==> src/rtl/enemy_array.sv <==
// -----------------------------------------------------------------------------
// enemy_array
// Multi-slot walker controller. Each of NUM_ENEMIES slots runs a small
// IDLE -> WALK -> SQUASH -> IDLE life cycle. A walking slot patrols
// horizontally between X_MIN and X_MAX and turns around at either bound. A
// stomped slot stays squashed for SQUASH_FRAMES frame ticks before it can be
// respawned. One walk animation bit is shared by every slot.
//
// Ports
//   Clk, Reset_n              clock, asynchronous active-low reset
//   frame_tick                one-cycle pulse per video frame
//   freeze                    game paused: nothing moves, counts, spawns or dies
//   spawn_valid/id/x/y/dir    spawn request (x is clamped to the patrol range)
//   spawn_ready               selected slot is IDLE and the game is not frozen
//   kill_valid/kill_id        stomp event on one slot
//   alive, squash, dir        per-slot WALK flag, SQUASH flag, direction
//   pos_x, pos_y              per-slot coordinates, slot i at [i*X_W +: X_W]
//   anim_frame                shared walk animation bit
//   kill_count                accepted kills since reset, saturates at 255
//   active_count              registered number of walking slots
// -----------------------------------------------------------------------------
module enemy_array #(
  parameter int NUM_ENEMIES   = 4,
  parameter int X_W           = 10,
  parameter int SPEED         = 1,
  parameter int X_MIN         = 0,
  parameter int X_MAX         = 623,
  parameter int ANIM_DIV      = 8,
  parameter int SQUASH_FRAMES = 30,
  parameter int ID_W          = (NUM_ENEMIES > 1) ? $clog2(NUM_ENEMIES) : 1,
  parameter int CNT_W         = $clog2(NUM_ENEMIES + 1)
) (
  input  logic                       Clk,
  input  logic                       Reset_n,
  input  logic                       frame_tick,
  input  logic                       freeze,
  input  logic                       spawn_valid,
  input  logic [ID_W-1:0]            spawn_id,
  input  logic [X_W-1:0]             spawn_x,
  input  logic [X_W-1:0]             spawn_y,
  input  logic                       spawn_dir,
  output logic                       spawn_ready,
  input  logic                       kill_valid,
  input  logic [ID_W-1:0]            kill_id,
  output logic [NUM_ENEMIES-1:0]     alive,
  output logic [NUM_ENEMIES-1:0]     squash,
  output logic [NUM_ENEMIES*X_W-1:0] pos_x,
  output logic [NUM_ENEMIES*X_W-1:0] pos_y,
  output logic [NUM_ENEMIES-1:0]     dir,
  output logic                       anim_frame,
  output logic [7:0]                 kill_count,
  output logic [CNT_W-1:0]           active_count
);

  // Movement math is done one bit wider than the coordinate so x+SPEED
  // near the top of the range cannot wrap.
  localparam int XE_W = X_W + 1;
  localparam int AN_W = (ANIM_DIV > 1) ? $clog2(ANIM_DIV) : 1;
  localparam int SQ_W = (SQUASH_FRAMES > 1) ? $clog2(SQUASH_FRAMES) : 1;

  localparam logic [XE_W-1:0] XMIN_E    = XE_W'(X_MIN);
  localparam logic [XE_W-1:0] XMAX_E    = XE_W'(X_MAX);
  localparam logic [XE_W-1:0] SPEED_E   = XE_W'(SPEED);
  localparam logic [XE_W-1:0] ONE_E     = XE_W'(1);
  localparam logic [AN_W-1:0] ANIM_LAST = AN_W'(ANIM_DIV - 1);
  localparam logic [SQ_W-1:0] SQ_LAST   = SQ_W'(SQUASH_FRAMES - 1);

  typedef enum logic [1:0] {
    ST_IDLE   = 2'd0,
    ST_WALK   = 2'd1,
    ST_SQUASH = 2'd2
  } state_e;

  state_e            state_q [NUM_ENEMIES];
  state_e            state_d [NUM_ENEMIES];
  logic [X_W-1:0]    x_q     [NUM_ENEMIES];
  logic [X_W-1:0]    x_d     [NUM_ENEMIES];
  logic [X_W-1:0]    y_q     [NUM_ENEMIES];
  logic [X_W-1:0]    y_d     [NUM_ENEMIES];
  logic              dir_q   [NUM_ENEMIES];
  logic              dir_d   [NUM_ENEMIES];
  logic [SQ_W-1:0]   sq_cnt_q[NUM_ENEMIES];
  logic [SQ_W-1:0]   sq_cnt_d[NUM_ENEMIES];

  logic [AN_W-1:0]   anim_cnt_q, anim_cnt_d;
  logic              anim_q, anim_d;
  logic [7:0]        kills_q, kills_d;
  logic [CNT_W-1:0]  active_q, active_d;

  logic              tick_s;
  logic              spawn_fire_s;
  logic              kill_any_s;
  logic [XE_W-1:0]   spawn_xe_s;
  logic [X_W-1:0]    spawn_xc_s;

  assign tick_s       = frame_tick & ~freeze;
  assign spawn_fire_s = spawn_valid & spawn_ready;
  assign spawn_xe_s   = {1'b0, spawn_x};

  // Spawn readiness: addressed slot exists, is IDLE, and the game runs.
  always_comb begin
    spawn_ready = 1'b0;
    for (int i = 0; i < NUM_ENEMIES; i++) begin
      if ((spawn_id == ID_W'(i)) && (state_q[i] == ST_IDLE) && !freeze) begin
        spawn_ready = 1'b1;
      end else begin
        spawn_ready = spawn_ready;
      end
    end
  end

  // Clamp the requested spawn X into the patrol range; x+1 <= X_MIN is
  // used for x < X_MIN so that X_MIN = 0 does not give a constant compare.
  always_comb begin
    if (spawn_xe_s + ONE_E <= XMIN_E) begin
      spawn_xc_s = XMIN_E[X_W-1:0];
    end else if (spawn_xe_s > XMAX_E) begin
      spawn_xc_s = XMAX_E[X_W-1:0];
    end else begin
      spawn_xc_s = spawn_x;
    end
  end

  // Per-slot life cycle, patrol movement and squash timer.
  always_comb begin
    kill_any_s = 1'b0;
    for (int i = 0; i < NUM_ENEMIES; i++) begin
      state_d[i]  = state_q[i];
      x_d[i]      = x_q[i];
      y_d[i]      = y_q[i];
      dir_d[i]    = dir_q[i];
      sq_cnt_d[i] = sq_cnt_q[i];
      case (state_q[i])
        ST_IDLE: begin
          if (spawn_fire_s && (spawn_id == ID_W'(i))) begin
            state_d[i]  = ST_WALK;
            x_d[i]      = spawn_xc_s;
            y_d[i]      = spawn_y;
            dir_d[i]    = spawn_dir;
            sq_cnt_d[i] = '0;
          end else begin
            state_d[i] = ST_IDLE;
          end
        end
        ST_WALK: begin
          // A kill on the same edge as a frame tick wins; no move that tick.
          if (kill_valid && !freeze && (kill_id == ID_W'(i))) begin
            state_d[i]  = ST_SQUASH;
            sq_cnt_d[i] = '0;
            kill_any_s  = 1'b1;
          end else if (tick_s) begin
            if (dir_q[i]) begin
              if ({1'b0, x_q[i]} + SPEED_E >= XMAX_E) begin
                x_d[i]   = XMAX_E[X_W-1:0];
                dir_d[i] = 1'b0;
              end else begin
                x_d[i] = x_q[i] + SPEED_E[X_W-1:0];
              end
            end else begin
              if ({1'b0, x_q[i]} <= XMIN_E + SPEED_E) begin
                x_d[i]   = XMIN_E[X_W-1:0];
                dir_d[i] = 1'b1;
              end else begin
                x_d[i] = x_q[i] - SPEED_E[X_W-1:0];
              end
            end
          end else begin
            state_d[i] = ST_WALK;
          end
        end
        ST_SQUASH: begin
          if (tick_s) begin
            if (sq_cnt_q[i] == SQ_LAST) begin
              state_d[i]  = ST_IDLE;
              sq_cnt_d[i] = '0;
            end else begin
              sq_cnt_d[i] = sq_cnt_q[i] + SQ_W'(1);
            end
          end else begin
            sq_cnt_d[i] = sq_cnt_q[i];
          end
        end
        default: begin
          state_d[i] = ST_IDLE;
        end
      endcase
    end
  end

  // Shared animation divider, saturating kill counter, walker popcount.
  always_comb begin
    anim_cnt_d = anim_cnt_q;
    anim_d     = anim_q;
    kills_d    = kills_q;
    active_d   = '0;
    if (tick_s) begin
      if (anim_cnt_q == ANIM_LAST) begin
        anim_cnt_d = '0;
        anim_d     = ~anim_q;
      end else begin
        anim_cnt_d = anim_cnt_q + AN_W'(1);
      end
    end else begin
      anim_cnt_d = anim_cnt_q;
    end
    if (kill_any_s && (kills_q != 8'hFF)) begin
      kills_d = kills_q + 8'd1;
    end else begin
      kills_d = kills_q;
    end
    for (int i = 0; i < NUM_ENEMIES; i++) begin
      active_d = active_d + CNT_W'(alive[i]);
    end
  end

  // State registers.
  always_ff @(posedge Clk or negedge Reset_n) begin
    if (!Reset_n) begin
      for (int i = 0; i < NUM_ENEMIES; i++) begin
        state_q[i]  <= ST_IDLE;
        x_q[i]      <= '0;
        y_q[i]      <= '0;
        dir_q[i]    <= 1'b0;
        sq_cnt_q[i] <= '0;
      end
      anim_cnt_q <= '0;
      anim_q     <= 1'b0;
      kills_q    <= 8'd0;
      active_q   <= '0;
    end else begin
      for (int i = 0; i < NUM_ENEMIES; i++) begin
        state_q[i]  <= state_d[i];
        x_q[i]      <= x_d[i];
        y_q[i]      <= y_d[i];
        dir_q[i]    <= dir_d[i];
        sq_cnt_q[i] <= sq_cnt_d[i];
      end
      anim_cnt_q <= anim_cnt_d;
      anim_q     <= anim_d;
      kills_q    <= kills_d;
      active_q   <= active_d;
    end
  end

  // Output decode straight from registered state.
  always_comb begin
    alive = '0;
    squash = '0;
    dir = '0;
    pos_x = '0;
    pos_y = '0;
    for (int i = 0; i < NUM_ENEMIES; i++) begin
      alive[i]            = (state_q[i] == ST_WALK);
      squash[i]           = (state_q[i] == ST_SQUASH);
      dir[i]              = dir_q[i];
      pos_x[i*X_W +: X_W] = x_q[i];
      pos_y[i*X_W +: X_W] = y_q[i];
    end
  end

  assign anim_frame   = anim_q;
  assign kill_count   = kills_q;
  assign active_count = active_q;

endmodule

==> config.mk <==
export PLATFORM = sky130hd
export DESIGN_NAME = enemy_array
export DESIGN_NICKNAME = d
export VERILOG_FILES = /design/src/rtl/enemy_array.sv
export SDC_FILE = /design/constraint.sdc
export NUM_CORES = 1
export LEC_CHECK = 0
export BUFFER_PORTS_ARGS = -buffer_cell sky130_fd_sc_hd__buf_2
export CAP_MARGIN = 10
export CORE_MARGIN = 2
export CORE_UTILIZATION = 50
export CTS_CLUSTER_SIZE = 40
export DETAILED_ROUTE_END_ITERATION = 10
export GPL_ROUTABILITY_DRIVEN = 0
export PLACE_DENSITY = 0.73
export SLEW_MARGIN = 5
export SYNTH_ARGS = -nofsm -noshare
export SYNTH_HDL_FRONTEND = slang
export SYNTH_SLANG_ARGS = --single-unit
==> constraint.sdc <==
create_clock -name Clk -period 2.6 [get_ports Clk]
set_clock_uncertainty 0.1 [all_clocks]
set_input_delay 0.52 -clock Clk [delete_from_list [all_inputs] [get_ports Clk]]
set_output_delay 0.52 -clock Clk [all_outputs]
set_load 0.02 [all_outputs]
* Yosys cells after proc, flatten, opt, wreduce, memory -nomap -nowiden *
Index checks and enable logic that the tools add are counted.

storage, ports and cells
  register bits = 127
  output and inout bits = 105
  word-level logic and storage cells = 270

operators by class
  $add $sub $neg = 22
  $lt $le $gt $ge = 10
  equality and inequality tests = 48
  muxes and demuxes = 112
  bitwise logic cells = 4
  reductions and logical operators = 50

operators by type and width
  kind                                                                                    count
  10-bit two-way mux                                                                      26
  5-bit two-way mux                                                                       16
  10-bit one-hot mux with 2 select lines                                                  4
  5-bit one-hot mux with 3 select lines                                                   4
  10-bit by 1-bit adder with 11-bit output (second input constant)                        5
  11-bit by 10-bit greater-or-equal comparator with 1-bit output (second input constant)  4
  10-bit by 1-bit adder with 10-bit output (second input constant)                        4
  10-bit by 1-bit <= comparator with 1-bit output (second input constant)                 4
  1-bit two-way mux                                                                       40
  2-bit by 1-bit inequality test with 1-bit output (second input constant)                20
  10-bit by 1-bit subtractor with 10-bit output (second input constant)                   4
  4-bit AND reduction                                                                     8
  2-bit two-way mux                                                                       13
  2-bit one-hot mux with 3 select lines                                                   4
  5-bit by 1-bit adder with 5-bit output (second input constant)                          4
  5-bit == test (second input constant)                                                   4
  1-bit logical AND                                                                       18
  2-bit == test (second input constant)                                                   8
  2-bit by 1-bit == test with 1-bit output (second input constant)                        6
  2-bit zero test                                                                         6
  3-bit by 2-bit inequality test with 1-bit output (second input constant)                4
  3-bit AND reduction                                                                     4
  3-bit nonzero test                                                                      4
  11-bit by 1-bit <= comparator with 1-bit output (second input constant)                 1
  16 further kinds                                                                        31

* Longest topological paths before layout *
Gate-level depths: netlist of run 1.

  depth after elaboration = 12
  mapped depth = 9
  mapped depth without buffers = 8

* Least setup slack after synthesis of run 1 *
Ideal clock, no wire load.

  path type = register to register
  from = register x_q (netlist bit pos_x[1])
  to = register x_q (netlist bit pos_x[7])
  setup time = 0.121 ns
  data arrival time = 2.334 ns
  path slack = 0.045 ns
  stages on the path, launching flop included = 8
  path buffers = 0
  clock period less this slack = 2.555 ns
  path through = dfrtp_1 -> ha_1 -> nand2_1 -> or3_1 -> a222oi_1 -> o22a_2 -> o21ai_1 -> a22o_1

between the ends
  longest elaborated chain between the ends = 7

ends and longest elaborated chain
  what                                                            RTL line  text
  from (decl)                                                     76        logic [X_W-1:0] x_q [NUM_ENEMIES];
  from (signal, indexed assignment)                               233       x_q[i] <= x_d[i];
  10-bit by 1-bit adder with 11-bit output                        153       if ({1'b0, x_q[i]} + SPEED_E >= XMAX_E) begin
  11-bit by 10-bit greater-or-equal comparator with 1-bit output  153
  10-bit two-way mux                                              153
  10-bit two-way mux (*)                                          152       if (dir_q[i]) begin
  10-bit two-way mux (*)                                          151       end else if (tick_s) begin
  10-bit two-way mux (*)                                          147       if (kill_valid && !freeze && (kill_id == ID_W'(i))) begin
  10-bit one-hot mux with 2 select lines (*)                      133       case (state_q[i])

Mark *: on every way between the ends. The rest lies on a longest branch, timed or not. The select of a mux whose other input is x is not followed.
A chain may end at the register's enable or synchronous reset.

* Final worst setup path of run 1 *
  from = register x_q (netlist bit pos_x[4])
  to = register x_q (netlist bit pos_x[1])

The elaborated chain is that of the path after synthesis.

==> results of run 1 <==
## worst reg2reg max path, cell delays in order (launching register included)
cell and delay, ns:
dfrtp_1 0.58, nand4_2 0.25, nor3_1 0.37, xor2_1 0.20, o22a_2 0.32, mux2_2 0.28, a221o_1 0.32
## worst paths after layout
path	startpoint	to	cells after the start
worst min-delay path	spawn_y[9]	pos_y[19]	3
worst min register to register	anim_frame	anim_frame	1
max in group asynchronous	Reset_n	pos_x[8]	3
worst max register to register	pos_x[4]	pos_x[1]	6
min in group asynchronous	Reset_n	pos_x[11]	2
worst max-delay path	pos_x[4]	pos_x[1]	6
## registers in the layout, indices dropped and copies added (netlist names)
signal	flops
active_count	3
anim_frame	1
pos_y	40
pos_x	40
dir	4
kill_count	8
sq_cnt_q	20
state_q	8
anim_cnt_q	3
## cell families after synthesis
logic type,count (synthesis),share of synthesized area
flip-flops,127,0.374
buffers and inverters,88,0.0434
multiplexers,30,0.0392
XOR/XNOR,53,0.0546
adder cells (fa/ha/maj),30,0.0451
AO/OA/AOI/OAI,255,0.198
AND/OR/NAND/NOR,414,0.246
## through the flow
stage	hold slack [ns]	cell area, µm²	util	setup WS [ns]	total power [mW]
final	0.231	10400	0.628	0.0784	10.1
after global routing	0.231	10400	0.628	0.00580	10.7
after CTS	0.218	10400	0.627	0.117	10.1
after detailed placement	0.353	9760	0.589	0.0663	7.51
after global placement	0.354	9760	0.589	0.154	7.40
after floorplan	0.124	8500	-	0.0451	6.06
## final cells by class
type | count | area [µm²]
fillers | 1427 | 6170
multi-input cells | 782 | 4960
flip-flops and latches | 127 | 3180
repair buffers | 210 | 1260
clock buffers | 18 | 439
well taps | 220 | 275
clock inverters | 12 | 185
inverters | 31 | 116
## cells in the mapped netlist (24+ instances only)
master,n,area share
xnor2_1,24,0.025
xor2_1,29,0.030
o21ai_0,65,0.038
nor3_1,54,0.032
inv_1,31,0.014
mux2_2,26,0.034
a21oi_1,66,0.039
clkbuf_1,37,0.016
ha_1,29,0.043
nor2_1,54,0.024
nand2_1,140,0.062
dfrtp_1,127,0.37
nand3_1,47,0.028
## routing by layer
| metal | track usage | up-vias |
|---|---|---|
| met2 | 0.446 | 440 |
| met3 | 0.0616 | 56 |
| met5 | 0 | - |
| met1 | 0.393 | 4156 |
| met4 | 0.0942 | 2 |
| li1 | - | 3962 |
## power by group through the flow
stage / Sequential (mW) / Clock (mW) / Combinational, mW
2_1_floorplan: 3.57 / 0 / 2.49
3_3_place_gp: 3.29 / 0 / 4.10
3_5_place_dp: 3.31 / 0 / 4.19
4_1_cts: 3.29 / 2.58 / 4.23
5_1_grt: 3.41 / 2.66 / 4.68
6_report: 3.31 / 2.56 / 4.25
## timing repair
action                                 4_1_cts  5_1_grt
hold buffers                                 1        0
endpoints found under the hold margin       37        0
resized for setup                            0        1
setup buffers                                0        1
setup endpoints to repair                    0        3
==> results.py, run 1 <==
metrics = {
    "timing": {
        "period_minus_slack_ns": 2.52,
        "setup-violations-final": 0,
        "fmax_mhz": 397,
        "max_slew_margin": 0.562,
        "fin_tns_setup_ns": 0,
        "hold_viol_final": 0,
        "slew_viol_final": 0,
        "rsz0062_at_grt": "no",
        "final.period_utilization": 0.970,
        "max_slew.worst_pin.slew_ns": 0.654,
    },
    "outcome": {
        "status": "completed",
    },
    "layout": {
        "num_antenna_cells": 0,
        "final_common_cell": "nand2_1",
        "instances_no_fill": 1400,
        "area_growth_syn_to_layout_pct": 22.5,
        "fin_nets": 1230,
        "final_cell_mix": "140 x nand2_1, 134 x buf_2, 127 x dfrtp_1",
        "layout-drive-gt1-share": 0.246,
    },
    "route": {
        "drt-total-wl_um": 25200,
        "drc": 0,
        "detailroute.wirelength.met2_um": 11500,
        "via_per_inst": 6.15,
        "drt_first_pass_iters": 5,
        "post_drt_wl_per_cell_um": 18.0,
        "drtAntennaViolNets": 0,
        "wl_met1_um": 10800,
        "drt-initial-drc-count": 963,
        "top_layer": "met5",
        "wl_met3_um": 2240,
        "vias": 8616,
    },
    "worst_setup_path": {
        "slowest_delay_ns": 0.58,
        "critPathSlowestCell": "dfrtp_1",
        "path_buf_inv": 0,
        "worst-setup-path-type": "reg2reg",
        "critPathTopFamily": "compound AO/OA/AOI/OAI gates",
        "worst-r2r-setup-slack_ns": 0.08,
        "worst_setup_path_start_kind": "register",
        "path_cells": "nand4_2, nor3_1, xor2_1, o22a_2, mux2_2, a221o_1",
        "worstSetupEndpointType": "register",
        "worstPathRequired_ns": 2.81,
        "cp.arrival_ns": 2.73,
        "crit_fanout": 11,
    },
    "cts": {
        "cts_buffer_depth": 2,
        "clock_latency_ns": 0.43,
        "h-tree-depth": 4,
        "cts_buffers": 17,
        "root_buffer": "clkbuf_16",
        "cts_tree": "yes",
        "clock_sinks": 127,
        "clkTransAtPathRegs_ns": 0.07,
    },
    "die": {
        "rows": 47,
        "io_pins": 136,
        "die_height_um": 134,
        "die-area_um2": 18100,
        "start_util": 0.512,
        "die_w_um": 134,
        "core_area_um2": 16600,
    },
    "pwr": {
        "pwr-share-seq": 0.327,
        "p_sw_mw": 4.22,
        "switching_share": 0.417,
        "p_int_mw": 5.90,
        "ir_worst_vdd_uv": 608,
        "p_comb_frac": 0.420,
        "p_per_area_nw_per_um2": 972,
        "pwr-share-clk": 0.253,
        "cellLeakagePower_nw": 4.86,
    },
    "synthesis": {
        "yosysSeqAreaShare": 0.374,
        "syn_nets": 1058,
        "synth-seq-cells": 127,
        "ys.flop_type": "dfrtp_1",
        "ys_warn_count": 0,
        "synth.cell_area_um2": 8500,
        "syn_inst": 997,
        "syn_area_per_cell_um2": 8.52,
        "ys_types": 82,
        "synth_edf_count": 0,
        "async_flop_share": 1.00,
    },
    "grt": {
        "grt_overflow_total": 0,
        "grt_pass1_vias": 8006,
        "grt_pass1_wl_um": 41300,
        "antenna_found_initial": 1,
        "grt_use_total": 0.285,
        "grt_max_degree": 60,
    },
    "placed_design": {
        "port_buffers": 135,
        "dpl.hpwl_um": 18200,
        "dp_cells": 1368,
    },
    "worst_hold_path": {
        "hp-class": "in2reg",
    },
    "job": {
        "maxCapViolCount": 0,
    },
}
No activity file was read; power rests on OpenSTA's default activity.
==> inputs of run 2 (changes only) <==
CAP_MARGIN = default   (was 10)
REMOVE_ABC_BUFFERS = 1   (was default)
==> results.py, run 2 (same netlist as run 1, synthesis figures left out) <==
metrics = {
    "die": {
        "die_w_um": 134,
        "die-area_um2": 18100,
        "rows": 47,
        "core_area_um2": 16600,
        "start_util": 0.512,
        "die_height_um": 134,
        "io_pins": 136,
    },
    "worst_hold_path": {
        "min_delay_path_depth": 3,
        "hp-class": "in2reg",
        "min_to": "pos_y[20]",
        "holdCritStartpoint": "spawn_y[0]",
    },
    "pwr": {
        "cellLeakagePower_nw": 4.81,
        "ir_worst_vdd_uv": 588,
        "p_per_area_nw_per_um2": 963,
        "total_power_mw": 9.94,
    },
    "job": {
        "maxCapViolCount": 0,
    },
    "layout": {
        "instances_no_fill": 1396,
        "fin_util": 0.622,
        "final_common_cell": "nand2_1",
        "layout-drive-gt1-share": 0.244,
        "final_cell_mix": "140 x nand2_1, 134 x buf_2, 126 x dfrtp_1",
        "area_growth_syn_to_layout_pct": 21.5,
        "num_antenna_cells": 0,
        "nFillCells": 1424,
        "fin_nets": 1224,
    },
    "route": {
        "drt_first_pass_iters": 5,
        "via_per_inst": 6.04,
        "drtAntennaViolNets": 0,
        "drt-initial-drc-count": 767,
        "drc": 0,
        "vias": 8427,
        "post_drt_wl_per_cell_um": 18.2,
        "drt-total-wl_um": 25400,
    },
    "worst_setup_path": {
        "slowest_delay_ns": 0.58,
        "critPathTopFamily": "simple AND/OR/NAND/NOR gates",
        "cp.depth": 4,
        "worst-setup-path-type": "reg2out",
        "ff2ff_path_depth": 6,
        "worst_setup_path_start_kind": "register",
        "worstSetupEndpointType": "primary output",
        "path_buf_inv": 1,
        "crit_fanout": 4,
        "reg2reg_from": "pos_x[3]",
        "r2r_end": "pos_x[1]",
        "cp.arrival_ns": 1.87,
        "path_cells": "nor4_1, a31oi_1, a21oi_1, buf_2",
        "worst-r2r-setup-slack_ns": 0.12,
        "worstPathRequired_ns": 1.98,
        "critPathSlowestCell": "nor4_1",
    },
    "grt": {
        "grt_pass1_wl_um": 41600,
        "use_met1": 0.390,
        "use_met2": 0.450,
        "grt_use_total": 0.288,
        "grt_pass1_vias": 8106,
        "grt_max_degree": 52,
        "grt.busiest_layer": "met2",
        "grtUsageMet3": 0.0695,
        "grt_overflow_total": 0,
        "antenna_found_initial": 2,
    },
    "timing": {
        "setup_slack_ns": 0.112,
        "max_slew_margin": 0.571,
        "rsz0062_at_grt": "no",
        "final.period_utilization": 0.957,
        "max_slew.worst_pin.slew_ns": 0.638,
        "hold_viol_final": 0,
        "fmax_mhz": 402,
        "period_minus_slack_ns": 2.49,
        "fin_tns_setup_ns": 0,
        "slew_viol_final": 0,
        "setup-violations-final": 0,
    },
    "outcome": {
        "status": "completed",
    },
    "placed_design": {
        "place_ws_ns": 0.111,
        "port_buffers": 135,
        "dp_cells": 1363,
        "dpl.hpwl_um": 18200,
    },
    "cts": {
        "clock_sinks": 127,
        "clock_latency_ns": 0.43,
        "cts_tree": "yes",
        "h-tree-depth": 4,
        "root_buffer": "clkbuf_16",
        "cts_buffer_depth": 2,
        "clkTransAtPathRegs_ns": 0.07,
        "cts_buffers": 17,
        "cts_setup_buffers": 0,
    },
}
## run 2: final cells by class
| class | count | area [µm²] | share of cell area |
|---|---|---|---|
| Tap cell | 220 | 275 | 0.0267 |
| Clock buffer | 18 | 439 | 0.0426 |
| Inverter | 31 | 116 | 0.0113 |
| Sequential cell | 127 | 3180 | 0.308 |
| Clock inverter | 14 | 143 | 0.0138 |
| Timing Repair Buffer | 204 | 1210 | 0.118 |
| Multi-Input combinational cell | 782 | 4950 | 0.480 |
## run 2: tightest hold or removal path, cell delays in order
cell and delay (ns):
buf_2 0.10, nand2_1 0.05, nand2_1 0.05
## run 2: repair_timing
action                                  4_1_cts  5_1_grt
hold endpoints to repair                     38        0
hold buffers                                  1        0
gates resized for setup                       0        2
endpoints found under the setup margin        0        5
## run 2: worst max path at each step
stage | to | startpoint
after floorplan | pos_x[36] | spawn_valid
after global placement | pos_x[1] | pos_x[4]
after detailed placement | pos_x[1] | pos_x[4]
after CTS | pos_x[1] | pos_x[4]
after global routing | pos_x[1] | pos_x[3]
final | spawn_ready | state_q[7]
## run 2: where the power goes
part	switching, mW	internal [mW]
combinational	2.51	1.71
sequential	0.792	2.54
clock	1.01	1.37
## run 2: per-layer routing
metal | wire length (µm) | part of all wire
met5 | 31 | 0.0012
met4 | 632 | 0.025
met3 | 2130 | 0.084
met2 | 11600 | 0.46
met1 | 11000 | 0.43
## run 2: stage by stage
| stage | hold slack, ns | cell area, µm² |
|---|---|---|
| detailed placement | 0.356 | 9730 |
| floorplan | 0.124 | 8250 |
| CTS | 0.219 | 10300 |
| finish | 0.225 | 10300 |
| global placement | 0.353 | 9730 |
| global route | 0.221 | 10300 |
==> inputs of run 3 (changes only) <==
CORE_UTILIZATION = 40   (was 50)
CTS_CLUSTER_SIZE = default   (was 40)
PLACE_DENSITY = 0.63   (was 0.73)
==> results.py, run 3 (same netlist as run 1, synthesis figures left out) <==
metrics = {
    "cts": {
        "cts_buffer_depth": 2,
        "clock_sinks": 127,
        "root_buffer": "clkbuf_16",
        "h-tree-depth": 4,
        "cts_buffers": 17,
        "cts_tree": "yes",
        "clkTransAtPathRegs_ns": 0.07,
        "clock_latency_ns": 0.43,
    },
    "die": {
        "rows": 53,
        "die-area_um2": 22400,
        "start_util": 0.406,
        "die_height_um": 150,
        "io_pins": 136,
        "core_area_um2": 21000,
        "die_w_um": 150,
    },
    "worst_setup_path": {
        "worst-r2r-setup-slack_ns": 0.12,
        "startpoint": "pos_x[0]",
        "worst-setup-path-type": "reg2reg",
        "worstSetupEndpointType": "register",
        "worst_setup_path_start_kind": "register",
        "endpoint": "pos_x[1]",
        "cp.arrival_ns": 2.69,
        "reg2reg_from": "pos_x[0]",
        "worstPathRequired_ns": 2.81,
        "ff2ff_path_depth": 9,
        "crit_fanout": 7,
        "r2r_end": "pos_x[1]",
    },
    "pwr": {
        "cellLeakagePower_nw": 4.89,
        "p_per_area_nw_per_um2": 957,
        "ir_worst_vdd_uv": 564,
    },
    "timing": {
        "fin_tns_setup_ns": 0,
        "max_slew_margin": 0.564,
        "max_slew.worst_pin.slew_ns": 0.654,
        "rsz0062_at_grt": "no",
        "setup-violations-final": 0,
        "hold-worst-slack_ns": 0.218,
        "final.period_utilization": 0.954,
        "slew_viol_final": 0,
        "hold_viol_final": 0,
        "period_minus_slack_ns": 2.48,
        "fmax_mhz": 403,
    },
    "layout": {
        "final_area_um2": 10500,
        "area_growth_syn_to_layout_pct": 23.7,
        "fin_util": 0.502,
        "num_antenna_cells": 0,
        "fin_nets": 1235,
        "layout-drive-gt1-share": 0.252,
        "nFillCells": 2037,
        "final_common_cell": "nand2_1",
        "instances_no_fill": 1462,
        "final_cell_mix": "140 x nand2_1, 134 x buf_2, 124 x dfrtp_1",
        "multi_input_area_um2": 4950,
        "regArea_um2": 3180,
    },
    "placed_design": {
        "dpl-instance-area_um2": 9890,
        "dpl.hpwl_um": 19100,
        "port_buffers": 135,
        "dp_cells": 1429,
    },
    "job": {
        "maxCapViolCount": 0,
    },
    "grt": {
        "antenna_found_initial": 1,
        "grt_pass1_vias": 7842,
        "grt_pass1_wl_um": 42000,
        "grt_overflow_total": 0,
        "grt_use_total": 0.237,
        "grt_max_degree": 61,
    },
    "route": {
        "drt-initial-drc-count": 610,
        "drtAntennaViolNets": 0,
        "drc": 0,
        "drt_first_pass_iters": 5,
        "via_per_inst": 5.67,
        "vias": 8291,
        "drt-total-wl_um": 26000,
        "post_drt_wl_per_cell_um": 17.8,
    },
    "outcome": {
        "status": "completed",
    },
    "worst_hold_path": {
        "hp-class": "in2reg",
    },
}
[run 3: cell count changes in the layout (fill, tap and decap cells not counted), moves of 2 or more]
cell,change
buf_4,+10
clkinv_4,-2
clkinv_8,+6
clkinvlp_4,-2
dfrtp_1,-2
dfrtp_2,+2
inv_6,-4
inv_8,+4
[run 3: metal layers]
layer / track usage / routed length (µm)
met1: 0.328 / 11700
met2: 0.366 / 11600
met3: 0.0628 / 2050
met4: 0.0712 / 637
met5: 0 / 0
[run 3: final cells by class]
class                           instances  area share
Multi-Input combinational cell        782       0.471
Sequential cell                       127       0.303
Timing Repair Buffer                  215       0.125
Clock buffer                           17      0.0405
Tap cell                              275      0.0327
Clock inverter                         15      0.0178
Inverter                               31      0.0111
[run 3: timing repair]
item	in CTS	in global routing
endpoints found under the hold margin	45	0
hold buffers	1	0
setup buffers	0	0
gates resized for setup	0	3
setup endpoints to repair	0	2
[run 3: worst max-delay path, cell delays in order, from the launching register on]
cell,delay [ns]
dfrtp_2,0.42
inv_1,0.08
ha_1,0.32
nor2b_1,0.14
o2111ai_1,0.22
a222oi_1,0.10
buf_4,0.17
o22a_2,0.24
mux2_2,0.28
a221o_1,0.31
[run 3: worst min-delay path by stage]
| stage | from | cells after the start | slack (ns) | end |
|---|---|---|---|---|
| final | spawn_y[1] | 3 | 0.22 | pos_y[11] |
| after global routing | spawn_y[9] | 3 | 0.23 | pos_y[29] |
| after floorplan | Reset_n | 0 | 0.12 | active_count[0] |
| after CTS | spawn_y[1] | 3 | 0.20 | pos_y[11] |
| after global placement | pos_y[16] | 2 | 0.35 | pos_y[16] |
| after detailed placement | pos_y[26] | 2 | 0.36 | pos_y[26] |
[run 3: metrics by stage]
stage               power [mW]  setup slack (ns)
floorplan                 5.94           -0.0903
global route              10.7           0.00670
CTS                       10.1            0.0894
detailed placement        7.61            0.0849
finish                    10.1             0.120
global placement          7.54             0.137
[run 3: report_power, final]
part | internal [mW] | switching [mW]
Clock | 1.31 | 1.12
Sequential | 2.54 | 0.728
Combinational | 1.78 | 2.59
